--- config.mk ---
export PLATFORM = sky130hd
export DESIGN_NAME = mcdf_slave
export DESIGN_NICKNAME = d
export VERILOG_FILES = /design/src/rtl/mcdf_pkg.sv /design/src/rtl/slave_fifo.sv /design/src/rtl/mcdf_slave.sv
export SDC_FILE = /design/constraint.sdc
export NUM_CORES = 1
export LEC_CHECK = 0
export BUFFER_PORTS_ARGS = -buffer_cell sky130_fd_sc_hd__buf_2
export CORE_UTILIZATION = 50
export CTS_CLUSTER_SIZE = 30
export DETAILED_ROUTE_END_ITERATION = 16
export PLACE_DENSITY = 0.73
export SKIP_CTS_REPAIR_TIMING = 1
export SLEW_MARGIN = 20
export SYNTH_ARGS = -nofsm -noshare
export SYNTH_HDL_FRONTEND = slang
export SYNTH_SLANG_ARGS = --single-unit
--- constraint.sdc ---
create_clock -name clk_i -period 5.2 [get_ports clk_i]
set_input_delay 0.26 -clock clk_i [delete_from_list [all_inputs] [get_ports clk_i]]
set_output_delay 0.26 -clock clk_i [all_outputs]
set_load 0.005 [all_outputs]
--- src/rtl/mcdf_pkg.sv ---
// rtl/mcdf_pkg.sv - shared constants and word type for the MCDF channel slave
package mcdf_pkg;

   localparam int MCDF_DEPTH = 32;
   localparam int MCDF_DW    = 32;
   localparam int MARGIN_W   = 8;

   typedef logic [MCDF_DW-1:0] word_t;

endpackage

--- src/rtl/slave_fifo.sv ---
// rtl/slave_fifo.sv - synchronous FIFO with occupancy count, storage left unreset
module slave_fifo
   import mcdf_pkg::*;
#(
   parameter int DEPTH = MCDF_DEPTH,
   parameter int DW    = MCDF_DW
) (
   input  logic                   clk_i,
   input  logic                   rstn_i,
   input  logic                   push,
   input  logic [DW-1:0]          wdata,
   input  logic                   pop,
   output logic [DW-1:0]          rdata,
   output logic                   full,
   output logic                   empty,
   output logic [$clog2(DEPTH):0] count
);

   localparam int AW = $clog2(DEPTH);

   logic [DW-1:0] mem [DEPTH];
   logic [AW-1:0] wr_ptr;
   logic [AW-1:0] rd_ptr;
   logic          do_push;
   logic          do_pop;

   // Guard here too so a careless wrapper can never corrupt the pointers.
   assign do_push = push & ~full;
   assign do_pop  = pop & ~empty;
   assign full    = (count == (AW+1)'(DEPTH));
   assign empty   = (count == '0);
   assign rdata   = mem[rd_ptr];

   always_ff @(posedge clk_i or negedge rstn_i) begin
      if (!rstn_i) begin
         wr_ptr <= '0;
         rd_ptr <= '0;
         count  <= '0;
      end else begin
         if (do_push)
            wr_ptr <= wr_ptr + 1'b1;
         if (do_pop)
            rd_ptr <= rd_ptr + 1'b1;
         if (do_push != do_pop)
            count <= do_push ? count + 1'b1 : count - 1'b1;
      end
   end

   always_ff @(posedge clk_i) begin
      if (do_push)
         mem[wr_ptr] <= wdata;
   end

endmodule

--- src/rtl/mcdf_slave.sv ---
// rtl/mcdf_slave.sv - MCDF channel slave: channel handshake in, FIFO, arbiter req/ack out
// Optional SLAVE_WR_GATE_EN: a disabled slave also stalls its upstream channel.
module mcdf_slave
   import mcdf_pkg::*;
#(
   parameter int DEPTH = MCDF_DEPTH,
   parameter int DW    = MCDF_DW
) (
   input  logic                clk_i,
   input  logic                rstn_i,
   input  logic [DW-1:0]       chx_data_i,
   input  logic                chx_valid_i,
   output logic                chx_ready_o,
   input  logic                slvx_en_i,
   output logic [MARGIN_W-1:0] margin_o,
   output logic [DW-1:0]       slvx_data_o,
   output logic                slvx_val_o,
   output logic                slvx_req_o,
   input  logic                a2sx_ack_i
);

   localparam int CW = $clog2(DEPTH) + 1;

   logic [DW-1:0] head;
   logic          full;
   logic          empty;
   logic          push;
   logic          pop;
   logic [CW-1:0] count;

`ifdef SLAVE_WR_GATE_EN
   assign chx_ready_o = ~full & slvx_en_i;
`else
   assign chx_ready_o = ~full;
`endif

   assign push       = chx_valid_i & chx_ready_o;
   assign pop        = slvx_en_i & a2sx_ack_i & ~empty;
   assign slvx_req_o = slvx_en_i & ~empty;
   assign margin_o   = MARGIN_W'(DEPTH - int'(count));

   slave_fifo #(
      .DEPTH (DEPTH),
      .DW    (DW)
   ) u_fifo (
      .clk_i  (clk_i),
      .rstn_i (rstn_i),
      .push   (push),
      .wdata  (chx_data_i),
      .pop    (pop),
      .rdata  (head),
      .full   (full),
      .empty  (empty),
      .count  (count)
   );

   // Data holds its last value between pops; val is a one-cycle strobe per word.
   always_ff @(posedge clk_i or negedge rstn_i) begin
      if (!rstn_i) begin
         slvx_data_o <= '0;
         slvx_val_o  <= 1'b0;
      end else begin
         slvx_val_o <= pop;
         if (pop)
            slvx_data_o <= head;
      end
   end

endmodule

-- After elaboration in Yosys (flattened, before gate mapping)
Memories as Yosys holds them, arrays and structs flattened. A register that Yosys moved wholly into a read port is not among the register bits.
Cells that the tools add are included.
- bits in registers: 17
- bits in writable memories: 1024
- input bits: 37
- output and inout port bits: 43
- logic and storage cells: 25
- memories kept: 1
- add/subtract/negate cells: 5
- equal/unequal tests: 2
- muxes and demuxes: 3
- bitwise operators: 8
- reductions and logical operators: 2
- memory list (memory ; depth ; width ; read ports ; clocked after memory_dff ; wr ports ; line ; RTL):
    u_fifo.mem ; 32 ; 32 ; 1 ; 1 ; 1 ; slave_fifo.sv:21 ; logic [DW-1:0] mem [DEPTH];
- operators with widths (kind ; number):
    $add A5 B1 Y5 const B ; 2
    $sub A6 B6 Y7 const A ; 1
    $add A6 B1 Y6 const B ; 1
    $and A1 B1 Y1 ; 6
    $eq A6 B6 Y1 const B ; 1
    $logic_not A6 Y1 ; 1
    $mux W6 ; 1
    $sub A6 B1 Y6 const B ; 1
    $mux W1 ; 2
    $not A1 Y1 ; 2
    $logic_not A1 Y1 ; 1
    $ne A1 B1 Y1 ; 1

-- Logic depth before layout (Yosys ltp)
Gate-level depths: netlist of run 1.
- word-level depth: 6
- depth in mapped cells: 12

-- By module
From an unflattened synthesis of run 1, not the netlist that was laid out.
- cells, all modules: 2053
- area total of the unflattened synthesis: 41681.2 um2
- modules (own cells, without submodules) (module ; instances ; cells each ; area an instance (um2)):
    slave_fifo ; 1 ; 1966 ; 40221.1
    mcdf_slave ; 1 ; 87 ; 1460.2

-- Worst setup path before layout of run 1
Ideal clock, no wire load.
- kind: flip-flop to flip-flop
- start: register u_fifo.count[0]
- end: memory u_fifo.mem[31][0] (netlist bit), enable pin
- data arrival time: 3050 ps
- path slack: 1728 ps
- cell stages (with the launch flop): 9
- period minus slack after synthesis: 3472 ps
- cell sequence: dfrtp_1 -> inv_1 -> ha_1 -> nor4b_1 -> a21boi_2 -> buf_2 -> nand2_1 -> buf_4 -> nor2_1
- word-level cells in the longest chain between the ends: 6
- RTL lines (item ; line ; RTL):
    start: declaration ; slave_fifo.sv:16 ; output logic [$clog2(DEPTH):0] count
    start signal: assignment ; slave_fifo.sv:45 ; count <= do_push ? count + 1'b1 : count - 1'b1;
    $eq A6 B6 Y1 (*) ; slave_fifo.sv:30 ; assign full = (count == (AW+1)'(DEPTH));
    $not A1 Y1 (*) ; slave_fifo.sv:28, mcdf_slave.sv:34 ;
    $and A1 B1 Y1 ; mcdf_slave.sv:37 ; assign push = chx_valid_i & chx_ready_o;
    $and A1 B1 Y1 (*) ; slave_fifo.sv:28 ; assign do_push = push & ~full;
    net u_fifo.do_push ; slave_fifo.sv:24 ; logic do_push;
    $mux W1 (*) ; slave_fifo.sv:50 ; if (do_push)
    $mux W1 (implied by the code) (*) ; slave_fifo.sv:51 ; mem[wr_ptr] <= wdata;
    end: declaration ; slave_fifo.sv:21 ;
The timed path passes the listed nets; every way through them passes the cells marked *.

-- Final worst setup path of run 1
- start: register u_fifo.count[0]
- end: memory u_fifo.mem[16][7] (netlist bit), enable pin
- word-level cells in the longest chain between the ends: 6
- RTL lines (item ; line):
    $eq A6 B6 Y1 (*) ; slave_fifo.sv:30
    $not A1 Y1 (*) ; slave_fifo.sv:28, mcdf_slave.sv:34
    $and A1 B1 Y1 ; mcdf_slave.sv:37
    $and A1 B1 Y1 (*) ; slave_fifo.sv:28
    $mux W1 (*) ; slave_fifo.sv:50
    $mux W1 (implied by the code) (*) ; slave_fifo.sv:51
Every way passes the cells marked *; elsewhere a longest branch is shown, timed or not.

==> impl_metrics.ini, run 1 <==
[status]
status = complete, no violations

[detailed_routing]
drc = 0
vias = 19900
routed_wl_mm = 90.2
viasPerCell = 6.12
wl_per_cell_um = 27.7
ant_nets = 0
drtPass1Iterations = 5
drt_iter0_drc = 2387

[sta]
timing.slew.headroom_pct = 24.6
period_share_pct = 69.1
max_freq_mhz = 278
layout_setup_ws_ns = 1.61
slew_violations = 0
hold_violations = 0
worstMarginPinSlew_ns = 1.13
finClkSkew_ns = 0.0188
rsz0062_at_grt = no
setup_tns_ns = 0
min_period_ns = 3.59
finalSetupViolCount = 0

[critical_path]
cp_max_fo = 24
cp.required_ns = 5.56
path_class = flip-flop to flip-flop
crit_slowest_cell = nor2_4
cp_num_buf_inv = 3
cp-end-kind = flip-flop
path_cells = inv_1, ha_1, nor4b_1, a21boi_2, buf_4, nand2_1, nor2_4, buf_4
cpPeakStageDelay_ns = 0.93
arrival_ns = 3.95
path_delay_family = simple AND/OR/NAND/NOR gates
setup.worst_path.start_class = flip-flop
crit_top_cell = buf_4

[yosys]
synth-seq-area-share_pct = 77.3
synth_nets = 2030
synth_compound_area_share_pct = 2.72
synthMuxAreaShare_pct = 16.0
yosysUniqueCellTypes = 45
synth_warnings = 0
synth_edf_count = 1024
synth-xor-area-share_pct = 0.357
async_flop_share_pct = 4.57
synthSimpleGateAreaFrac_pct = 1.86
ys.flop_type = edfxtp_1
synth_top_family_by_area = multiplexers
syn-cell-area_sq_mm = 0.0414
synth_fa_ha_area_share_pct = 0.351
synthCells = 1982
syn_area_per_cell_sq_um = 20.9
synth-seq-cells = 1073

[clock_network]
numCtsBuffers = 99
clkTransAtPathRegs_ns = 0.06
cts_sinks = 1073
cts-htree-levels = 3
cts_tree = built
cts_root_buf = clkbuf_16
cts_buffer_depth = 3
clock_latency_ns = 0.66

[pwr]
p_leak_nw = 15.2
seqPwrFrac_pct = 43.8
peakVddDrop_uv = 312
clockPowerShare_pct = 29.4
internal-power_mw = 17.2
powerDensity_mw_per_mm2 = 532
comb_power_share_pct = 26.8
power_switching_mw = 7.59
switching_share_pct = 30.6

[final_layout]
regArea_sq_mm = 0.0320
fillers = 5866
multiInputGateArea_sq_mm = 0.00905
drive_above_1_share_pct = 23.8
syn2layout_area_growth_pct = 12.9
nets = 2148

[die]
die-area_sq_mm = 0.0839
core_region_area_sq_mm = 0.0820
io_pins = 80
die_x_um = 290
initial_core_util_pct = 50.5
rows = 105
die_h_um = 290

[placed_design]
hpwl_mm = 53.0
dp_slack_ns = 1.64
place_congestion = 0.811
io_buffers = 79

[global_routing]
grt_antenna_before_repair = 1
globalRouteTotalUtil_pct = 21.7
grt_pass1_wl_mm = 132
grt_max_degree = 68
first_global_vias = 20100
grt_overflow = 0

[worst_hold_path]
hold_class = primary input to flip-flop

[job]
maxCapViolCount = 0
[cells in the final DEF, fill, tap and decap left out, drive strengths merged, types with 2 or more instances in the layout]
cell         n
or3b         3
buf        128
mux2i      223
a21o         2
o22ai       94
nor2        98
mux2         2
a21boi       2
nand3b       5
o21a        32
clkbuf     135
nor2b        2
nand2       13
nand2b       2
clkinv      30
xnor2       11
xor2         5
dfrtp       49
or2          2
edfxtp    1024
o21ai        8
ha          10
mux4       193
bufinv      10
nand4        3
inv         12
a21oi       34
clkinvlp     4
nor3        32
nand3        4
o211a        2
[power groups by stage]
| stage | clock (mW) | sequential (mW) | combinational [mW] |
|---|---|---|---|
| floorplan | 0 | 10.5 | 4.84 |
| global placement | 0 | 11.0 | 6.48 |
| detailed placement | 0 | 11.1 | 6.59 |
| CTS | 7.39 | 10.9 | 6.63 |
| global route | 7.71 | 10.9 | 7.05 |
| finish | 7.31 | 10.9 | 6.66 |
[cell usage after synthesis, types with 2 or more instances]
cell      number  area share (%)
nand4_1        3           0.045
nor3_1        32            0.39
clkbuf_1      30            0.27
nand2b_1       2           0.030
mux2i_1      222             5.4
xor2_1         5            0.11
xnor2_1       10            0.21
buf_2         58            0.70
a21oi_1       34            0.41
dfrtp_1       49             3.0
ha_1          10            0.30
or3b_2         3           0.064
or2_2          2           0.030
buf_6          2           0.054
edfxtp_1    1024              74
a21o_1         2           0.036
nand2_1       13            0.12
inv_1          6           0.054
nand3b_1       5           0.091
nor2_1        98            0.89
nand3_1        4           0.048
o21a_1        32            0.58
buf_1          6           0.054
o21ai_0        8           0.097
mux2_2         2           0.054
mux4_2       193              11
o22ai_1       94             1.4
buf_4         16            0.29
[sequential cells by signal, indices dropped and copies added, names as in the netlist]
register	flops
u_fifo.wr_ptr	5
u_fifo.rd_ptr	5
slvx_val_o	1
u_fifo.count	6
slvx_data_o	32
u_fifo.mem	1024
[final timing paths]
path | end | slack, ns | cells after the start | start
setup / recovery | u_fifo.mem[16][7] | 1.61 | 8 | u_fifo.count[0]
hold reg to reg | slvx_data_o[2] | 0.52 | 2 | slvx_data_o[2]
setup reg to reg | u_fifo.mem[16][7] | 1.61 | 8 | u_fifo.count[0]
hold / removal | u_fifo.mem[22][13] | 0.15 | 1 | chx_data_i[13]
max in group asynchronous | u_fifo.rd_ptr[1] | 4.21 | 3 | rstn_i
min in group asynchronous | slvx_data_o[20] | 0.31 | 3 | rstn_i
[stage by stage]
step,total power [mW],utilization [%],cell area [sq um],instances,hold slack [ns]
final,24.8,56.9,46700,3255,0.155
after global routing,25.7,56.9,46700,3254,0.150
after CTS,24.9,56.7,46400,3242,-0.226
after detailed placement,17.6,52.7,43200,3057,0.491
after global placement,17.5,52.6,43100,3054,0.473
after floorplan,15.3,-,41400,1982,-0.0356
[final cells by class]
| class | count | share of cell area (%) |
|---|---|---|
| flip-flops and latches | 1073 | 68.5 |
| diodes | 1 | 0.00536 |
| well taps | 1070 | 2.87 |
| clock buffers | 135 | 5.79 |
| clock inverters | 50 | 1.24 |
| inverters | 6 | 0.0482 |
| repair buffers | 129 | 2.14 |
| multi-input cells | 791 | 19.4 |
[layer usage]
metal | vias up | wire [um] | global-route usage, %
met5 | - | 0 | 0
met4 | 0 | 1740 | 5.62
met3 | 131 | 7990 | 4.26
met2 | 900 | 43100 | 33.6
met1 | 10500 | 37400 | 31.9
li1 | 8405 | - | -
[kinds of logic after synthesis]
| group | Yosys count |
|---|---|
| buffers and inverters | 118 |
| AND/OR/NAND/NOR | 169 |
| adder cells (fa/ha/maj) | 11 |
| flip-flops | 1073 |
| XOR/XNOR | 16 |
| AO/OA/AOI/OAI | 177 |
| multiplexers | 418 |
(Power assumes the default switching activity.)
==> run 2: changes to the inputs <==
clock period = 3.7 ns   (was 5.2 ns; I/O delays follow)
==> impl_metrics.ini, run 2 (same netlist as run 1, synthesis figures left out) <==
[status]
status = finished with violations
failed_checks = hold timing

[detailed_routing]
vias = 20600
drt_iter0_drc = 2137
wl_per_cell_um = 30.2
routed_wl_mm = 99.6
ant_nets = 0
viasPerCell = 6.25
drtPass1Iterations = 6
drc = 0

[sta]
slew_violations = 0
max_freq_mhz = 282
rsz0062_at_grt = no
timing.slew.headroom_pct = 38.5
holdWs_ns = -0.0309
layout_setup_ws_ns = 0.159
setup_tns_ns = 0
finClkSkew_ns = 0.0506
finalSetupViolCount = 0
worstMarginPinSlew_ns = 0.921
period_share_pct = 95.7
min_period_ns = 3.54
hold_violations = 14

[final_layout]
stdcell_count = 3294
regMostFlops = u_fifo.mem
largest_reg_flops = 1024
reg_top3 = u_fifo.mem: 1024 flops, slvx_data_o: 32 flops, u_fifo.count: 6 flops
nets = 2193
antennaDiodeCount = 0
drive_above_1_share_pct = 25.4
final_common_cell = edfxtp_1
final_cell_mix = edfxtp_1 (1024), mux2i_1 (222), mux4_2 (193)
syn2layout_area_growth_pct = 13.5
final_util_pct = 57.3
fillers = 5900

[critical_path]
reg2reg_depth = 8
crit_top_cell = buf_4
setup.worst_path.start_class = flip-flop
cp_max_fo = 15
timing.rr.start = u_fifo.count[0]
arrival_ns = 3.90
cp.required_ns = 4.06
crit_start = u_fifo.count[0]
cp_num_buf_inv = 3
path_cells = inv_1, ha_1, nor4b_1, a21boi_2, nand2_1, buf_4, nor2_4, buf_4
rrSetupSlack_ns = 0.16
cp-end-kind = flip-flop
r2r_end = u_fifo.mem[7][10]
path_delay_family = simple AND/OR/NAND/NOR gates
cpPeakStageDelay_ns = 0.67
crit_slowest_cell = nor2_4
path_class = flip-flop to flip-flop

[clock_network]
clkTransAtPathRegs_ns = 0.07
clock_latency_ns = 0.69
cts_sinks = 1073
numCtsBuffers = 101
cts-htree-levels = 3
cts_tree = built
cts_root_buf = clkbuf_16
cts_buffer_depth = 3

[pwr]
p_leak_nw = 15.4
peakVddDrop_uv = 436
powerDensity_mw_per_mm2 = 747

[global_routing]
grt_max_degree = 69
grt_pass1_wl_mm = 144
grt_overflow = 0
globalRouteTotalUtil_pct = 24.2
grt_antenna_before_repair = 2
first_global_vias = 21000

[die]
io_pins = 80
die-area_sq_mm = 0.0839
core_region_area_sq_mm = 0.0820
initial_core_util_pct = 50.5
rows = 105
die_h_um = 290
die_x_um = 290

[placed_design]
hpwl_mm = 57.5
dp_slack_ns = 0.167
dp.cells = 3111
io_buffers = 79
place_congestion = 0.821

[worst_hold_path]
hold_class = primary input to async pin

[job]
maxCapViolCount = 0
## run 2: cell types whose count changed in the layout (fill, tap and decap cells not counted), moves of 2 or more
cell	change
clkbuf_1	-8
buf_16	-4
clkbuf_16	+3
buf_12	+2
buf_4	+46
clkinv_4	-2
clkinv_2	+4
clkinv_1	+3
## run 2: report_power, final
| part | internal (mW) | leakage, nW | switching [mW] |
|---|---|---|---|
| combinational | 4.31 | 4.04 | 5.60 |
| sequential | 14.3 | 9.78 | 0.574 |
| clock | 5.88 | 1.61 | 4.42 |
| total | 24.5 | 15.4 | 10.6 |
## run 2: cell type report
class,instances,area [sq um],share of cell area [%]
Clock buffer,130,2750,5.85
Clock inverter,52,549,1.17
Inverter,6,22.5,0.0480
Multi-Input combinational cell,791,9050,19.3
Sequential cell,1073,32000,68.1
Tap cell,1070,1340,2.85
Timing Repair Buffer,172,1260,2.68
## run 2: through the flow
stage | total power, mW | cell area (sq um)
2_1_floorplan | 21.6 | 41400
3_3_place_gp | 24.8 | 43600
3_5_place_dp | 25.0 | 43600
4_1_cts | 35.2 | 46900
5_1_grt | 36.3 | 47000
6_report | 35.1 | 47000
## run 2: how the worst max path moves through the flow
| stage | depth (start not counted) | end | slack (ns) |
|---|---|---|---|
| 3_3_place_gp | 8 | u_fifo.mem[7][8] | 0.26 |
| 2_1_floorplan | 8 | u_fifo.mem[31][0] | 0.23 |
| 5_1_grt | 8 | u_fifo.mem[7][9] | 0.02 |
| 3_5_place_dp | 8 | u_fifo.mem[7][8] | 0.17 |
| 4_1_cts | 8 | u_fifo.mem[7][10] | 0.19 |
| 6_report | 8 | u_fifo.mem[7][10] | 0.16 |
## run 2: worst reg2reg max path, delay by kind of cell (launching register included)
family	cells	cell delay, ns
fa+ha+maj	1	0.26
flops	1	0.45
buf+inv	3	0.77
simple gates	3	1.32
compound gates	1	0.44
## run 2: per-layer routing
metal	global-route usage, %	vias to the layer above	part of all wire [%]
met5	0	-	0.013
met1	31.9	10800	38
li1	-	8468	-
met2	40.0	1083	50
met3	5.08	203	8.6
met4	8.61	2	3.3
==> run 3: changes to the inputs <==
clock period = 4.5 ns   (was 3.7 ns; I/O delays follow)
==> impl_metrics.ini, run 3 (same netlist as run 1, synthesis figures left out) <==
[status]
status = complete, no violations

[final_layout]
largest_reg_flops = 1024
final_util_pct = 56.9
drive_above_1_share_pct = 23.9
regMostFlops = u_fifo.mem
syn2layout_area_growth_pct = 12.7
final_common_cell = edfxtp_1
fillers = 5888
reg_top3 = u_fifo.mem: 1024 flops, slvx_data_o: 32 flops, u_fifo.count: 6 flops
final_cell_mix = edfxtp_1 (1024), mux2i_1 (222), mux4_2 (193)
nets = 2158
antennaDiodeCount = 0

[pwr]
comb_power_share_pct = 27.5
p_total_mw = 28.6
powerDensity_mw_per_mm2 = 613
switching_share_pct = 30.2
clockPowerShare_pct = 29.4
seqPwrFrac_pct = 43.1
internal-power_mw = 20.0
power_switching_mw = 8.64
peakVddDrop_uv = 496
p_leak_nw = 15.2

[detailed_routing]
viasPerCell = 6.13
wl_per_cell_um = 28.4
drtPass1Iterations = 5
ant_nets = 0
drt_iter0_drc = 2364
routed_wl_mm = 92.7
drc = 0
vias = 20000

[global_routing]
grt_overflow = 0
grt_pass1_wl_mm = 136
globalRouteTotalUtil_pct = 22.5
grt_antenna_before_repair = 1
first_global_vias = 20300
grt_max_degree = 77

[job]
maxCapViolCount = 0

[sta]
slew_violations = 0
hold_violations = 0
holdWs_ns = 0.0925
min_period_ns = 3.40
setup_tns_ns = 0
finalSetupViolCount = 0
max_freq_mhz = 294
finClkSkew_ns = 0.0290
period_share_pct = 75.6
rsz0062_at_grt = no
timing.slew.headroom_pct = 27.6
worstMarginPinSlew_ns = 1.08

[clock_network]
cts-htree-levels = 3
cts_buffer_depth = 3
cts_tree = built
clkTransAtPathRegs_ns = 0.06
numCtsBuffers = 101
cts_sinks = 1073
cts_root_buf = clkbuf_16
clock_latency_ns = 0.67

[die]
core_region_area_sq_mm = 0.0820
rows = 105
io_pins = 80
die-area_sq_mm = 0.0839
die_h_um = 290
initial_core_util_pct = 50.5
die_x_um = 290

[critical_path]
path_class = flip-flop to flip-flop
cp.required_ns = 4.84
cp_max_fo = 21
reg2reg_depth = 8
cp-end-kind = flip-flop
arrival_ns = 3.74
setup.worst_path.start_class = flip-flop

[placed_design]
place_congestion = 0.855
io_buffers = 79
hpwl_mm = 54.2

[worst_hold_path]
holdPathStages = 1
hold_class = primary input to flip-flop
## run 3: stage by stage
stage,instance area (sq um),std cells,worst slack [ns]
finish,46600,3263,1.10
detailed placement,43400,3076,1.11
floorplan,41400,1982,1.03
global route,46600,3263,0.910
global placement,43400,3076,1.21
CTS,46600,3262,1.09
## run 3: critical path, stage by stage (launching register included)
cell and delay, ns:
dfrtp_1 0.45, inv_1 0.12, ha_1 0.26, nor4b_1 0.19, a21boi_2 0.20, buf_4 0.24, nand2_1 0.48, nor2_4 0.79
buf_4 0.36
## run 3: final timing paths
check	endpoint	slack [ns]	start
worst max-delay path	u_fifo.mem[24][9]	1.10	u_fifo.count[0]
worst min-delay path	u_fifo.mem[11][15]	0.09	chx_data_i[15]
worst max register to register	u_fifo.mem[24][9]	1.10	u_fifo.count[0]
worst min register to register	slvx_data_o[7]	0.53	slvx_data_o[7]
max in group asynchronous	u_fifo.rd_ptr[2]	3.22	rstn_i
min in group asynchronous	slvx_val_o	0.24	rstn_i
## run 3: power by group through the flow
stage / registers, mW / clock network (mW) / logic, mW
floorplan: 12.1 / 0 / 5.59
global placement: 12.5 / 0 / 7.78
detailed placement: 12.5 / 0 / 7.91
CTS: 12.3 / 8.49 / 7.94
global route: 12.4 / 8.86 / 8.36
finish: 12.3 / 8.41 / 7.87
## run 3: final cells by class
class,count,area [sq um],share of cell area [%]
sequential,1073,32000,68.6
multi-input combinational,791,9050,19.4
clock buffer,146,2840,6.09
tap,1070,1340,2.87
timing repair buffer,137,971,2.08
clock inverter,40,423,0.907
inverter,6,22.5,0.0483
## run 3: layer usage
layer / track usage [%] / wire [um]
met1: 31.9 / 37300
met2: 36.6 / 45600
met3: 3.57 / 7690
met4: 6.49 / 2150
met5: 0 / 15
